==> src/rtl/ram_stream_reader.sv <==
// Streams a contiguous block of words out of a synchronous-read RAM onto a
// valid/ready interface, buffering through a 2-entry FIFO so stalls never lose data.
module ram_stream_reader #(
    parameter int DATA_WIDTH = 8,
    parameter int ADDR_WIDTH = 6
) (
    input  logic                  i_clk,
    input  logic                  i_rst_n,
    input  logic                  i_start,
    input  logic [ADDR_WIDTH-1:0] i_base_addr,
    input  logic [ADDR_WIDTH:0]   i_len,
    output logic [ADDR_WIDTH-1:0] o_ram_addr,
    output logic                  o_ram_wren,
    input  logic [DATA_WIDTH-1:0] i_ram_rdata,
    output logic [DATA_WIDTH-1:0] o_data,
    output logic                  o_valid,
    input  logic                  i_ready,
    output logic                  o_last,
    output logic                  o_busy,
    output logic                  o_done
);

    typedef enum logic [1:0] {
        IDLE  = 2'd0,
        READ  = 2'd1,
        FLUSH = 2'd2
    } state_t;

    localparam logic [ADDR_WIDTH-1:0] ADDR_ONE = {{(ADDR_WIDTH-1){1'b0}}, 1'b1};
    localparam logic [ADDR_WIDTH:0]   CNT_ONE  = {{ADDR_WIDTH{1'b0}}, 1'b1};

    state_t                r_state;
    state_t                w_next_state;

    logic [ADDR_WIDTH-1:0] r_addr;
    logic [ADDR_WIDTH-1:0] r_addr_hold;
    logic [ADDR_WIDTH:0]   r_issue_left;
    logic [ADDR_WIDTH:0]   r_beats_left;
    logic                  r_inflight;
    logic [1:0]            r_count;
    logic [DATA_WIDTH-1:0] r_head;
    logic [DATA_WIDTH-1:0] r_tail;
    logic                  r_done;

    logic                  w_valid;
    logic                  w_pop;
    logic                  w_push;
    logic [2:0]            w_occupancy;
    logic                  w_issue;
    logic                  w_accept;
    logic                  w_zero_start;
    logic                  w_final;

    assign w_valid  = (r_count != 2'd0);
    assign w_pop    = w_valid & i_ready;
    assign w_push   = r_inflight;

    // Occupancy the FIFO will have once the in-flight word lands and this cycle's pop retires.
    assign w_occupancy = {1'b0, r_count} + {2'b00, r_inflight} - {2'b00, w_pop};

    assign w_issue      = (r_state == READ) && (r_issue_left != '0) && (w_occupancy < 3'd2);
    assign w_accept     = (r_state == IDLE) && i_start && (i_len != '0);
    assign w_zero_start = (r_state == IDLE) && i_start && (i_len == '0);
    assign w_final      = (r_state == FLUSH) && w_pop && (r_beats_left == CNT_ONE);

    assign o_ram_addr = w_issue ? r_addr : r_addr_hold;
    assign o_ram_wren = 1'b0;
    assign o_data     = r_head;
    assign o_valid    = w_valid;
    assign o_last     = w_valid && (r_beats_left == CNT_ONE);
    assign o_busy     = (r_state != IDLE);
    assign o_done     = r_done;

    always_ff @(posedge i_clk or negedge i_rst_n) begin
        if (!i_rst_n) begin
            r_state <= IDLE;
        end else begin
            r_state <= w_next_state;
        end
    end

    always_comb begin
        w_next_state = r_state;
        case (r_state)
            IDLE: begin
                if (w_accept) begin
                    w_next_state = READ;
                end
            end
            READ: begin
                if (w_issue && (r_issue_left == CNT_ONE)) begin
                    w_next_state = FLUSH;
                end
            end
            FLUSH: begin
                if (w_final) begin
                    w_next_state = IDLE;
                end
            end
            default: w_next_state = IDLE;
        endcase
    end

    always_ff @(posedge i_clk or negedge i_rst_n) begin
        if (!i_rst_n) begin
            r_addr       <= '0;
            r_addr_hold  <= '0;
            r_issue_left <= '0;
            r_beats_left <= '0;
            r_inflight   <= 1'b0;
            r_done       <= 1'b0;
        end else begin
            r_inflight <= w_issue;
            r_done     <= w_final || w_zero_start;
            if (w_accept) begin
                r_addr       <= i_base_addr;
                r_issue_left <= i_len;
                r_beats_left <= i_len;
            end else begin
                if (w_issue) begin
                    r_addr       <= r_addr + ADDR_ONE;
                    r_addr_hold  <= r_addr;
                    r_issue_left <= r_issue_left - CNT_ONE;
                end
                if (w_pop) begin
                    r_beats_left <= r_beats_left - CNT_ONE;
                end
            end
        end
    end

    // Head register feeds the output directly; tail only fills when the head is occupied and not leaving.
    always_ff @(posedge i_clk or negedge i_rst_n) begin
        if (!i_rst_n) begin
            r_head  <= '0;
            r_tail  <= '0;
            r_count <= 2'd0;
        end else begin
            r_count <= r_count + {1'b0, w_push} - {1'b0, w_pop};
            case ({w_push, w_pop})
                2'b10: begin
                    if (r_count == 2'd0) begin
                        r_head <= i_ram_rdata;
                    end else begin
                        r_tail <= i_ram_rdata;
                    end
                end
                2'b01: begin
                    r_head <= r_tail;
                end
                2'b11: begin
                    if (r_count == 2'd1) begin
                        r_head <= i_ram_rdata;
                    end else begin
                        r_head <= r_tail;
                        r_tail <= i_ram_rdata;
                    end
                end
                default: begin
                end
            endcase
        end
    end

endmodule

==> config.mk <==
export PLATFORM = sky130hd
export DESIGN_NAME = ram_stream_reader
export DESIGN_NICKNAME = d
export VERILOG_FILES = /design/src/rtl/ram_stream_reader.sv
export SDC_FILE = /design/constraint.sdc
export NUM_CORES = 1
export LEC_CHECK = 0
export BUFFER_PORTS_ARGS = -buffer_cell sky130_fd_sc_hd__buf_2
export CAP_MARGIN = 10
export CELL_PAD_IN_SITES_DETAIL_PLACEMENT = 0
export CELL_PAD_IN_SITES_GLOBAL_PLACEMENT = 2
export CORE_MARGIN = 3
export CORE_UTILIZATION = 36
export CTS_BUF_LIST = sky130_fd_sc_hd__clkbuf_4
export DETAILED_ROUTE_END_ITERATION = 7
export GPL_ROUTABILITY_DRIVEN = 0
export GPL_TIMING_DRIVEN = 1
export HOLD_SLACK_MARGIN = 0.03
export PLACE_DENSITY_LB_ADDON = 0.1
export SKIP_CTS_REPAIR_TIMING = 1
export SLEW_MARGIN = 10
export SYNTH_ARGS = -nofsm -noshare
export SYNTH_HDL_FRONTEND = slang
export SYNTH_SLANG_ARGS = --single-unit
export TNS_END_PERCENT = 30
==> constraint.sdc <==
create_clock -name i_clk -period 3.6 [get_ports i_clk]
set_input_delay 0.72 -clock i_clk [delete_from_list [all_inputs] [get_ports i_clk]]
set_output_delay 0.72 -clock i_clk [all_outputs]
set_load 0.005 [all_outputs]
==> impl_metrics.tcl, run 1 <==
set metrics [dict create \
    status "complete, no violations" \
    cp_slowest_cell "fa_1" \
    drive_gt1_frac 0.268 \
    drc 0 \
    insertion_delay_ns 0.36 \
    synth_flop_cell "dfrtp_1" \
    crit_chain "buf_2 > nand2_1 > nor2_1 > or2_2 > ha_1 > inv_1 > fa_1 > xnor2_2 > o2111ai_4 > buf_4 > nand2_1 > nand2_1 > buf_2" \
    yosysWarningCount 0 \
    start_kind "input port" \
    rows 29 \
    worst_setup_path_end_kind "output port" \
    rsz0062_at_grt "false" \
    crit_arrival_ns 2.67 \
    avgSynthCellArea_sq_um 10.3 \
    nets 314 \
    cp_max_fo 12 \
    drt-met1-wl_um 2600 \
    vias 1853 \
    start_util 0.375 \
    place_hpwl_um 3900 \
    path_buf_inv 4 \
    ys_ff_latch 48 \
    cts_tree "done" \
    synth-edff-count 0 \
    path_delay_family "adder cells" \
    antenna_found_initial 0 \
    synth_cell_type_count 45 \
    drv_slew 0 \
    syn_inst 233 \
    die_x_um 87.8 \
    fmax_ghz 0.295 \
    ios 44 \
    grt_pass1_wl_um 8610 \
    drt-total-wl_um 5200 \
    layout_min_cycle_time_ns 3.39 \
    grt_max_degree 34 \
    clock-sinks 48 \
    first_global_vias 1789 \
    portBuffers 42 \
    synth_fp_nets 266 \
    crit_required_ns 2.88 \
    hold_path_class "input port to asynchronous set/reset pin" \
    overflow 0 \
    clockRootBuffer "clkbuf_4" \
    fin_util 0.437 \
    cpMostUsedCell "nand2_1" \
    wire_per_inst_um 14.6 \
    power_density_nw_per_um2 925 \
    dieArea_sq_um 7700 \
    postPlaceCellArea_sq_um 2730 \
    dr_wl_met3_um 169 \
    tns_ns 0 \
    postRouteAntennaNets 0 \
    post-route-period-util 0.941 \
    final_cell_area_sq_um 2810 \
    firstDrtPassIters 4 \
    h-tree-depth 2 \
    async_flop_share 1.00 \
    timing_hold_violations_final 0 \
    viasPerCell 5.19 \
    area.growth.synth_to_final_pct 16.6 \
    relSlewSlack 0.482 \
    syn-cell-area_sq_um 2410 \
    setup_violations 0 \
    crit_type "input port to output port" \
    maxUsedRoutingLayer "met4" \
    coreArea_sq_um 6420 \
    tightest_slew_ns 0.771 \
    maxCapViolations 0 \
    diodes 0 \
    path_clk_slew_ns 0.15 \
    cts_made_buffers 5 \
    ys_seq_area_frac 0.499 \
    clock_path_buffers 2 \
    cellLeakagePower_uw 0.00137 \
    wl_met2_um 2370 \
    max_stage_delay_ns 0.43 \
    grt_use_total 0.144 \
    clock_skew_ns 0.0185 \
    drt_iter0_markers 46 \
    ir_drop_mv 0.383 \
    fp.dieH_um 87.8 \
]
## flip-flops by register name (all words and copies together) (netlist names)
signal	flops
r_inflight	1
r_addr	6
r_state	2
o_done	1
r_issue_left	7
r_beats_left	7
r_count	2
o_data	8
r_tail	8
r_addr_hold	6
## power breakdown
group	total [uW]	switching, uW	internal, uW	leakage [uW]
Clock	305	166	139	0.0000371
Sequential	980	178	803	0.000584
Combinational	1310	677	634	0.000750
Total	2600	1020	1580	0.00137
## stage by stage
step | hold WS, ns | power [uW] | cells | setup WS [ns]
finish | 0.397 | 2600 | 357 | 0.211
global route | 0.436 | 2860 | 357 | 0.0328
CTS | 0.428 | 2620 | 357 | 0.156
detailed placement | 0.457 | 2310 | 351 | 0.162
global placement | 0.456 | 2310 | 351 | 0.202
floorplan | 0.424 | 1890 | 233 | 0.308
## synth_stat cells, drive strengths merged (2+ instances only)
cell    number  area [sq um]
xnor2        7          61.3
mux2         9           105
a22o         9          78.8
nor2        13          48.8
a221o        3          30.0
buf          5          26.3
ha           7          87.6
nand2       37           139
nor3b        2          15.0
nor2b        3          18.8
inv         12          47.6
a21oi        2          10.0
or3          2          12.5
a21o        11          82.6
or4          3          26.3
nand3       11          55.1
or3b         2          17.5
o21ai       12          63.8
mux2i        4          40.0
nor4         2          12.5
clkbuf       3          11.3
nand2b       2          12.5
o211ai       6          45.0
or2          2          12.5
nor3         4          20.0
dfrtp       48          1200
## worst reg2reg max path, delay by kind of cell, from the launching register on
kind / cells / cell delay (ns)
adders and majority gates: 2 / 0.56
AOI/OAI and AO/OA: 2 / 0.48
DFF: 1 / 0.45
and+or+nand+nor: 2 / 0.32
muxes: 1 / 0.31
buffers and inverters: 2 / 0.23
xor gates and xnor gates: 1 / 0.20
## cell usage in the layout (no fill, tap or decap), types with 5 or more instances in the layout
cell,netlist,routed
a22o_1,9,9
nor2_1,13,13
ha_1,7,7
mux2_2,8,8
buf_2,3,42
dfrtp_1,48,48
inv_1,11,11
o21ai_0,10,10
clkbuf_4,0,5
a21o_1,11,11
nand2_1,37,37
buf_4,1,7
xnor2_1,7,6
nand3_1,11,11
o211ai_1,6,6
## kinds of logic after synthesis
group	after synthesis	synth area share
AND/OR/NAND/NOR	84	0.165
AO/OA/AOI/OAI	51	0.165
adder cells (fa/ha/maj)	8	0.0447
other	1	0.00156
flip-flops	48	0.499
XOR/XNOR	8	0.0291
buffers and inverters	20	0.0353
multiplexers	13	0.0603
## final timing paths
kind	start	endpoint	slack [ns]	cells past startpoint
worst min register to register	r_addr_hold[3]	r_addr_hold[3]	0.48	2
worst max-delay path	i_ready	o_ram_addr[2]	0.21	13
max in group asynchronous	i_rst_n	o_data[0]	2.47	2
min in group i_clk	r_addr_hold[3]	r_addr_hold[3]	0.48	2
worst max register to register	r_count[0]	r_addr[5]	0.95	10
worst min-delay path	i_rst_n	r_beats_left[4]	0.40	1
## area by class of cell
cell class,count,area [sq um]
Clock inverter,1,30.0
Sequential cell,48,1200
Fill cell,643,3610
Timing Repair Buffer,49,263
Tap cell,77,96.3
Inverter,12,47.5
Clock buffer,5,37.5
Multi-Input combinational cell,165,1130
## per-layer routing
layer | GRT usage | vias to the layer above
met5 | 0 | -
met2 | 0.217 | 31
met1 | 0.208 | 899
met4 | 0.0460 | 0
li1 | - | 916
met3 | 0.0310 | 7
(Power assumes the default switching activity.)
==> run 2, diff against run 1 <==
Settings changed: PLACE_DENSITY_LB_ADDON 0.1 to 0.25.
==> run 2 against run 1 <==
  * Clock power is 6% higher
  * Maximum frequency hardly changed
  * Final cell count is 1.4% higher
  * Design area is 1.6% higher
  * Sequential share of layout area is 0.68 points lower
  * Critical path type unchanged
  * Critical endpoint unchanged
  * Largest cell class unchanged
==> impl_metrics.tcl, run 2 (synthesis results as in run 1) <==
set metrics [dict create \
    postRouteAntennaNets 0 \
    cp_max_fo 5 \
    ir_drop_mv 0.396 \
    clock_skew_ns 0.00400 \
    drt-total-wl_um 5390 \
    wire_per_inst_um 14.9 \
    area.growth.synth_to_final_pct 18.5 \
    maxCapViolations 0 \
    antenna_found_initial 0 \
    relSlewSlack 0.448 \
    reg2reg_from "r_count[0]" \
    start_util 0.375 \
    first_global_vias 1765 \
    rsz0062_at_grt "false" \
    rr_endpoint "r_issue_left[5]" \
    register_area_sq_um 1200 \
    final_cell_mix "48 x dfrtp_1, 42 x buf_2, 37 x nand2_1" \
    tns_ns 0 \
    fp.dieH_um 87.8 \
    grt_max_degree 27 \
    start_kind "input port" \
    post-route-period-util 0.942 \
    drt_iter0_markers 68 \
    insertion_delay_ns 0.36 \
    grt_use_total 0.147 \
    vias 1892 \
    timing_hold_violations_final 0 \
    fmax_ghz 0.295 \
    crit_type "input port to output port" \
    cellLeakagePower_uw 0.00139 \
    multi_input_area_sq_um 1150 \
    layout_min_cycle_time_ns 3.39 \
    place_hpwl_um 3870 \
    fin_util 0.444 \
    coreArea_sq_um 6420 \
    power_density_nw_per_um2 945 \
    clockRootBuffer "clkbuf_4" \
    whs_ns 0.341 \
    die_x_um 87.8 \
    viasPerCell 5.23 \
    ff2ff_setup_slack_ns 0.72 \
    rows 29 \
    ios 44 \
    layout_commonest_cell "dfrtp_1" \
    worst_setup_path_end_kind "output port" \
    status "complete, no violations" \
    crit_arrival_ns 2.67 \
    portBuffers 42 \
    drive_gt1_frac 0.284 \
    rr_worst_depth 11 \
    fill_cells 636 \
    overflow 0 \
    crit_path_start "i_ready" \
    setup_violations 0 \
    drc 0 \
    crit_required_ns 2.88 \
    clock_path_buffers 2 \
    grt_pass1_wl_um 8850 \
    dieArea_sq_um 7700 \
    drv_slew 0 \
    clock-sinks 48 \
    cts_tree "done" \
    diodes 0 \
    tightest_slew_ns 0.823 \
    cp-endpoint "o_ram_addr[2]" \
    h-tree-depth 2 \
    hold_path_class "input port to asynchronous set/reset pin" \
    path_clk_slew_ns 0.13 \
    firstDrtPassIters 4 \
    nets 317 \
    cts_made_buffers 5 \
]
[run 2: cell count changes in the layout (fill, tap and decap cells not counted)]
cell       delta
o2111ai_2     +1
nor2_2        +1
buf_4         +2
clkinv_2      +1
clkbuf_4      +1
nor2_1        -1
[run 2: how the worst min path moves through the flow]
stage                         from             end
finish                     i_rst_n       o_data[0]
global route               i_rst_n       o_data[4]
CTS                        i_rst_n       o_data[6]
detailed placement  r_addr_hold[3]  r_addr_hold[3]
global placement    r_addr_hold[2]  r_addr_hold[2]
floorplan                  i_rst_n       o_data[0]
[run 2: final cells by class]
| type | instances | area share |
|---|---|---|
| multi-input cells | 166 | 0.403 |
| flip-flops and latches | 48 | 0.421 |
| repair buffers | 51 | 0.0974 |
| inverters | 12 | 0.0167 |
| clock inverters | 2 | 0.0123 |
| well taps | 77 | 0.0338 |
| clock buffers | 6 | 0.0158 |
[run 2: layer usage]
metal  track usage  share of wire  vias to the layer above
li1              -              -                      934
met1         0.207           0.49                      917
met2         0.228           0.45                       36
met3        0.0339          0.043                        5
met4        0.0418          0.012                        0
met5             0              0                        -
[run 2: worst max-delay path: stages]
cell,delay (ns)
buf_2,0.13
nand2_1,0.07
nor2_2,0.12
or2_2,0.13
ha_1,0.13
inv_1,0.05
fa_1,0.43
xnor2_2,0.26
buf_4,0.17
o2111ai_2,0.15
nand2_1,0.14
nand2_1,0.06
buf_2,0.12
[run 2: power by group]
group / total (uW) / switching [uW] / internal, uW
Combinational: 1390 / 716 / 675
Sequential: 981 / 179 / 803
Clock: 324 / 170 / 153
[run 2: through the flow]
| stage | total power (uW) | area [sq um] | instances | worst slack (ns) |
|---|---|---|---|---|
| detailed placement | 2310 | 2730 | 351 | 0.162 |
| global route | 2960 | 2850 | 362 | 0.0262 |
| finish | 2700 | 2850 | 362 | 0.209 |
| CTS | 2640 | 2810 | 359 | 0.155 |
| global placement | 2300 | 2730 | 351 | 0.229 |
| floorplan | 1890 | 2410 | 233 | 0.308 |
==> run 3, diff against run 2 <==
Settings changed: PLACE_DENSITY set to 0.91, PLACE_DENSITY_LB_ADDON 0.25 to not set.
==> run 3 against run 2 <==
  * Critical path depth unchanged
  * Maximum frequency up 1.1%
  * Global-route usage is 0.29 points lower
  * Clock skew is 0.010 ns higher
  * Combinational power about the same
  * Largest power group unchanged
  * Utilization is 0.47 points lower
  * Worst setup slack gained 0.038 ns
  * Highest routed layer unchanged
==> impl_metrics.tcl, run 3 (synthesis results as in run 1) <==
set metrics [dict create \
    status "complete, no violations" \
    crit_type "input port to output port" \
    cp_max_fo 5 \
    tns_ns 0 \
    layout_commonest_cell "dfrtp_1" \
    crit_arrival_ns 2.63 \
    coreArea_sq_um 6420 \
    power_density_nw_per_um2 923 \
    maxCapViolations 0 \
    final_cell_mix "47 x dfrtp_1, 42 x buf_2, 37 x nand2_1" \
    dieArea_sq_um 7700 \
    rows 29 \
    tightest_slew_ns 1.07 \
    insertion_delay_ns 0.36 \
    fmax_ghz 0.298 \
    p_clk_frac 0.092 \
    drc 0 \
    crit_required_ns 2.88 \
    clockRootBuffer "clkbuf_4" \
    antenna_found_initial 0 \
    cellLeakagePower_uw 0.00138 \
    hold_start "r_addr_hold[3]" \
    timing_hold_violations_final 0 \
    nets 318 \
    grt_pass1_wl_um 8740 \
    relSlewSlack 0.287 \
    rsz0062_at_grt "false" \
    finalPower_uw 2610 \
    h-tree-depth 2 \
    p_int_uw 1570 \
    start_kind "input port" \
    ir_drop_mv 0.573 \
    switching_share 0.399 \
    area.growth.synth_to_final_pct 17.3 \
    postRouteAntennaNets 0 \
    drt-total-wl_um 5180 \
    clock-sinks 48 \
    drt_iter0_markers 93 \
    power.share.sequential 0.379 \
    p_switching_uw 1040 \
    wire_per_inst_um 14.3 \
    reg2reg_from "r_count[0]" \
    clock_skew_ns 0.0141 \
    diodes 0 \
    die_x_um 87.8 \
    firstDrtPassIters 4 \
    portBuffers 42 \
    hold_path_class "register to register" \
    worst_setup_path_end_kind "output port" \
    ios 44 \
    drv_slew 0 \
    cts_made_buffers 5 \
    grt_use_total 0.144 \
    viasPerCell 5.08 \
    place_hpwl_um 3750 \
    grt_max_degree 49 \
    path_clk_slew_ns 0.13 \
    crit_path_start "i_ready" \
    fp.dieH_um 87.8 \
    clock_path_buffers 2 \
    cts_tree "done" \
    start_util 0.375 \
    p_comb_frac 0.529 \
    overflow 0 \
    drive_gt1_frac 0.283 \
    first_global_vias 1832 \
    post-route-period-util 0.931 \
    layout_min_cycle_time_ns 3.35 \
    vias 1844 \
    setup_violations 0 \
]
==> run 3: final timing paths <==
path / to / slack, ns / depth (start not counted)
max: o_ram_addr[0] / 0.25 / 13
min: r_addr_hold[3] / 0.49 / 2
max reg2reg: r_issue_left[5] / 0.70 / 12
min reg2reg: r_addr_hold[3] / 0.49 / 2
max in group asynchronous: r_count[1] / 2.35 / 1
min in group asynchronous: r_tail[7] / 0.53 / 1
==> run 3: power by group through the flow <==
stage / Sequential, uW / Clock [uW] / Combinational (uW)
finish: 987 / 241 / 1380
global placement: 1000 / 0 / 1270
CTS: 996 / 254 / 1300
floorplan: 957 / 0 / 935
detailed placement: 1010 / 0 / 1290
global route: 1030 / 276 / 1560
==> run 3: critical path: stages <==
cell       delay [ns]
buf_2            0.13
nand2_1          0.07
nor2_1           0.14
or2_2            0.13
ha_1             0.12
inv_1            0.05
fa_1             0.42
xnor2_2          0.20
o2111ai_4        0.18
buf_4            0.20
nand2_1          0.09
nand2_1          0.05
buf_2            0.12
==> run 3: stage by stage <==
stage                     instances  setup slack [ns]   util  hold slack, ns  area [sq um]
final                           363             0.248  0.440           0.485          2820
after global routing            363            0.0490  0.440           0.522          2820
after CTS                       357            0.0239  0.431           0.491          2770
after detailed placement        349             0.130  0.423           0.457          2720
after global placement          349             0.198  0.423           0.454          2720
after floorplan                 233             0.308      -           0.424          2410
==> run 3: area by class of cell <==
class,instances,area [sq um]
repair buffers,53,293
inverters,12,47.5
flip-flops and latches,48,1200
fillers,630,3600
multi-input cells,165,1130
well taps,77,96.3
clock buffers,5,37.5
clock inverters,3,13.8
==> run 3: per-layer routing <==
layer	vias up	part of all wire	GRT usage
li1	925	-	-
met1	878	0.48	0.202
met2	33	0.45	0.220
met3	8	0.049	0.0357
met4	0	0.016	0.0488
met5	-	0	0
